===== config.mk =====
export PLATFORM = sky130hd
export DESIGN_NAME = mem_wb_stage
export DESIGN_NICKNAME = d
export VERILOG_FILES = /design/src/rtl/mem_wb_stage.sv
export SDC_FILE = /design/constraint.sdc
export NUM_CORES = 1
export LEC_CHECK = 0
export ABC_AREA = 1
export BUFFER_PORTS_ARGS = -buffer_cell sky130_fd_sc_hd__buf_2
export CAP_MARGIN = 20
export CORE_MARGIN = 8
export CORE_UTILIZATION = 45
export CTS_CLUSTER_DIAMETER = 40
export CTS_CLUSTER_SIZE = 20
export DETAILED_ROUTE_END_ITERATION = 8
export GPL_TIMING_DRIVEN = 0
export PLACE_DENSITY = 0.81
export SLEW_MARGIN = 30
export SYNTH_ARGS = -nofsm -noshare
export SYNTH_HDL_FRONTEND = slang
export SYNTH_SLANG_ARGS = --single-unit

===== constraint.sdc =====
create_clock -name clk -period 1.9 [get_ports clk]
set_input_delay 0.38 -clock clk [delete_from_list [all_inputs] [get_ports clk]]
set_output_delay 0.38 -clock clk [all_outputs]
set_load 0.01 [all_outputs]

===== src/rtl/mem_wb_stage.sv =====
// ============================================================================
// Module  : mem_wb_stage
// Brief   : MIPS MEM/WB stage that runs data-memory loads and stores over a
//           req/ack handshake and drives the register-file write port.
// Revision: 1.0 - initial release
// ============================================================================
`default_nettype none

module mem_wb_stage #(
  parameter int unsigned MEM_TIMEOUT = 255,
  parameter int unsigned CNT_W       = 16
) (
  input  logic        clk,
  input  logic        reset,
  input  logic        ex_valid,
  input  logic        ex_regWrite,
  input  logic        ex_memToReg,
  input  logic        ex_memRead,
  input  logic        ex_memWrite,
  input  logic [31:0] ex_aluResult,
  input  logic [31:0] ex_storeData,
  input  logic [4:0]  ex_writeReg,
  output logic        dmem_req,
  output logic        dmem_we,
  output logic [31:0] dmem_addr,
  output logic [31:0] dmem_wdata,
  input  logic        dmem_ack,
  input  logic [31:0] dmem_rdata,
  output logic        stall,
  output logic        regWrite,
  output logic [4:0]  writeReg_MEM_WB,
  output logic [31:0] writeData_MEM_WB,
  output logic        wb_valid,
  output logic        mem_error
);

  typedef enum logic [0:0] {
    IDLE   = 1'b0,
    ACCESS = 1'b1
  } state_t;

  localparam logic [CNT_W-1:0] C_CNT_LAST = CNT_W'(MEM_TIMEOUT - 1);

  state_t             state_q;
  logic [CNT_W-1:0]   cnt_q;
  logic               req_q;
  logic               we_q;
  logic [31:0]        addr_q;
  logic [31:0]        wdata_q;
  logic [4:0]         dest_q;
  logic               rw_q;
  logic               m2r_q;
  logic               regwrite_q;
  logic               wb_valid_q;
  logic               mem_error_q;
  logic [4:0]         wreg_q;
  logic [31:0]        wbdata_q;

  logic               is_mem_d;
  logic               misaligned_d;
  logic               timeout_d;
  logic [31:0]        wbdata_d;

  assign is_mem_d     = ex_memRead | ex_memWrite;
  assign misaligned_d = |ex_aluResult[1:0];
  assign timeout_d    = (cnt_q == C_CNT_LAST);
  // Only a load with memToReg takes memory data; everything else returns the ALU value.
  assign wbdata_d     = (m2r_q && !we_q) ? dmem_rdata : addr_q;

  always_ff @(posedge clk or negedge reset) begin
    if (!reset) begin
      state_q     <= IDLE;
      cnt_q       <= '0;
      req_q       <= 1'b0;
      we_q        <= 1'b0;
      addr_q      <= '0;
      wdata_q     <= '0;
      dest_q      <= '0;
      rw_q        <= 1'b0;
      m2r_q       <= 1'b0;
      regwrite_q  <= 1'b0;
      wb_valid_q  <= 1'b0;
      mem_error_q <= 1'b0;
      wreg_q      <= '0;
      wbdata_q    <= '0;
    end else begin
      regwrite_q  <= 1'b0;
      wb_valid_q  <= 1'b0;
      mem_error_q <= 1'b0;
      case (state_q)
        IDLE: begin
          if (ex_valid) begin
            if (!is_mem_d) begin
              wreg_q     <= ex_writeReg;
              wbdata_q   <= ex_aluResult;
              wb_valid_q <= 1'b1;
              regwrite_q <= ex_regWrite && (ex_writeReg != 5'd0);
            end else if (misaligned_d) begin
              mem_error_q <= 1'b1;
              wb_valid_q  <= 1'b1;
            end else begin
              state_q <= ACCESS;
              req_q   <= 1'b1;
              we_q    <= ex_memWrite;
              addr_q  <= ex_aluResult;
              wdata_q <= ex_storeData;
              dest_q  <= ex_writeReg;
              rw_q    <= ex_regWrite;
              m2r_q   <= ex_memToReg;
              cnt_q   <= '0;
            end
          end
        end
        ACCESS: begin
          // An ack on the timeout edge still completes normally.
          if (dmem_ack) begin
            state_q    <= IDLE;
            req_q      <= 1'b0;
            wb_valid_q <= 1'b1;
            regwrite_q <= !we_q && rw_q && (dest_q != 5'd0);
            wreg_q     <= dest_q;
            wbdata_q   <= wbdata_d;
          end else if (timeout_d) begin
            state_q     <= IDLE;
            req_q       <= 1'b0;
            mem_error_q <= 1'b1;
          end else begin
            cnt_q <= cnt_q + 1'b1;
          end
        end
        default: state_q <= IDLE;
      endcase
    end
  end

  assign stall            = (state_q == ACCESS);
  assign dmem_req         = req_q;
  assign dmem_we          = we_q;
  assign dmem_addr        = addr_q;
  assign dmem_wdata       = wdata_q;
  assign regWrite         = regwrite_q;
  assign writeReg_MEM_WB  = wreg_q;
  assign writeData_MEM_WB = wbdata_q;
  assign wb_valid         = wb_valid_q;
  assign mem_error        = mem_error_q;

endmodule

`default_nettype wire

==> flow_summary.ini <==
[finish]
area_delta_synth_final_pct = 31.5
drive_above_1_share = 0.395
finish.net_count = 980
n_fill_cell = 1135
design_area_mm2 = 0.00803

[cts]
clock-sinks = 130
worstSkewPairLatency_ns = 0.43
cts_buffer_depth = 2
htreeDepth = 4
clockRootBuffer = clkbuf_16
cts-buffers-inserted = 17
path_clk_slew_ns = 0.05
cts_tree = yes
post_cts_buffers = 0

[sta]
holdWs_ns = 0.185
drv_slew = 0
fmax_mhz = 560
period_share = 0.940
max_slew_margin = 0.645
worstMarginPinSlew_ns = 0.533
finClkSkew_ns = 0.0150
timing.final.ws_setup_ns = 0.113
rsz0062_at_grt = no
hold_violations = 0
min_period_ns = 1.79
finalSetupViolCount = 0

[floorplan]
core_mm2 = 0.0132
start_util = 0.461
ios = 216
die-width_um = 133
dieArea_mm2 = 0.0176
rows = 42
die_h_um = 133

[drt]
avgViaCountPerCell = 5.18
ant_nets = 0
via_count = 5484
routedWlPerCell_um = 17.5
drtIter0Drc = 448
routed_wl_um = 18600
drc = 0
first_pass_iters = 5

[worst_setup_path]
worstPathRequired_ns = 2.18
crit_arrival_ns = 2.06
worst_setup_path_end_kind = register
path_class = reg -> reg
slowest_stage = dfrtp_1
crit_start = dmem_we
start_kind = register
rr_startpoint = dmem_we
cp_max_fo = 10
slowest_delay_ns = 0.41
cp_num_buf_inv = 2
path_cells = nor2_2, inv_1, clkbuf_1, o21ai_0, a31oi_1
critPathTopFamily = buffers and inverters

[global_route]
first_global_vias = 5821
gr-total-overflow = 0
grt_max_degree = 72
grt_usage = 0.211
grt_antenna_before_repair = 1
grt_pass1_wl_um = 29600

[pwr]
total_power_w = 0.00903
power_leakage_nw = 4.09
power_density_mw_per_mm2 = 1120
ir_worst_vdd_v = 0.000679

[place]
postPlaceCellArea_mm2 = 0.00744
place_ws_ns = 0.0222
globalplace.congestion = 0.855
dp_hpwl_um = 13700
port_buffers = 215

[yosys]
synth.cell_area_mm2 = 0.00611
syn_avg_cell_area_um2 = 9.65
synth_cells = 633
ys_ff_latch = 130
synth_cell_types = 31
yosys_warnings = 0
yosys.area.top_type_share = 0.533
ys_top_cells_by_area = dfrtp_1 53%, nor2_1 8.2%, mux2_4 7.1%
syn-num-nets = 744
synth_largest_area_cell = dfrtp_1
yosysSeqAreaShare = 0.533

[status]
outcome = complete, no violations

[job]
maxCapViolCount = 0

[worst_hold_path]
hold_start = ex_storeData[31]
worstHoldPathType = in -> reg
per-stage QoR:
stage,TNS [ns],utilization,std cells
2_1_floorplan,0,-,633
6_report,0,0.606,1058
3_5_place_dp,0,0.562,1025
4_1_cts,0,0.606,1057
5_1_grt,0,0.606,1058
3_3_place_gp,-172.89,0.559,1024
power breakdown:
group | total, W | leakage (nW) | internal [W] | switching (W)
combinational | 0.00217 | 2.25 | 0.00100 | 0.00117
sequential | 0.00366 | 1.56 | 0.00332 | 0.000339
clock | 0.00320 | 0.284 | 0.00206 | 0.00114
total | 0.00903 | 4.09 | 0.00638 | 0.00265
cells by family (layout without fill, tap and decap cells):
family / count (synthesis) / in the layout / share of synthesized area
buffers and inverters: 65 / 313 / 0.0526
muxes: 62 / 62 / 0.132
DFF: 130 / 130 / 0.533
other: 0 / 1 / 0
xor gates and xnor gates: 8 / 8 / 0.0115
AOI/OAI and AO/OA: 91 / 91 / 0.0856
adders and majority gates: 2 / 2 / 0.00410
and+or+nand+nor: 275 / 275 / 0.181
layout make-up:
cell class                 count  area, µm²  area share
timing repair buffer         217       1120       0.140
clock buffer                  26        499      0.0622
antenna                        1       2.50    0.000312
buffer                        36        213      0.0265
tap                          176        220      0.0274
sequential                   130       3250       0.405
multi-input combinational    438       2540       0.316
clock inverter                 5       75.1     0.00935
inverter                      29        109      0.0136
cells in the mapped netlist:
cell	n
nand3_2	1
dfrtp_1	130
nor3_1	2
mux2_4	29
clkbuf_1	9
nand4_1	6
o21ai_2	3
inv_1	25
a21oi_1	2
nand3_1	18
o21ai_0	44
nand2_2	4
mux2_2	33
ha_1	2
xnor2_1	3
o211ai_1	1
o21ai_1	2
buf_6	5
inv_2	4
a22oi_1	1
a31oi_1	36
buf_1	2
buf_2	14
nor2_2	5
nand2_1	104
o31ai_1	1
xor2_1	5
buf_4	6
nor2_1	134
nand2_4	1
o22a_1	1
flip-flops by register name, summed over array words and instances (netlist names):
register and cells:
cnt_q 16, dest_q 5, dmem_addr 32, dmem_req 1, dmem_wdata 32, dmem_we 1
m2r_q 1, mem_error 1, regWrite 1, rw_q 1, stall 1, wb_valid 1
writeData_MEM_WB 32, writeReg_MEM_WB 5
what timing repair did:
| action | in CTS | in global routing |
|---|---|---|
| hold buffers | 1 | 0 |
| gates resized for setup | 1 | 0 |
| hold endpoints to repair | 59 | 0 |
| setup endpoints to repair | 2 | 0 |
per-layer routing:
metal  GRT usage  share of wire  vias up
met5           0              0        -
met4      0.0934          0.030        0
met3      0.0674          0.070       43
met2       0.363           0.50      245
met1       0.235           0.39     2626
li1            -              -     2570
worst paths after layout:
path | to | slack [ns] | depth (start not counted)
max | writeData_MEM_WB[2] | 0.11 | 5
min | dmem_wdata[31] | 0.19 | 2
max reg2reg | writeData_MEM_WB[2] | 0.11 | 5
min reg2reg | rw_q | 0.49 | 2
max in group asynchronous | dmem_we | 0.70 | 3
min in group asynchronous | writeData_MEM_WB[15] | 0.49 | 2
placed cells by master, fill, tap and decap left out, types with 6 or more instances in the layout:
cell	count
nor2_1	133
mux2_4	29
nand3_1	18
dfrtp_1	130
nand2_1	104
buf_2	228
nor2_2	6
inv_1	25
a31oi_1	36
o21ai_0	44
buf_4	6
clkbuf_1	14
clkbuf_16	17
mux2_2	33
nand4_1	6
worst register-to-register path, cell delays in order, from the launching register on:
cell and delay (ns):
dfrtp_1 0.41, nor2_2 0.34, inv_1 0.18, clkbuf_1 0.27
o21ai_0 0.30, a31oi_1 0.15
Note: power is estimated with default switching activity, not from simulation.
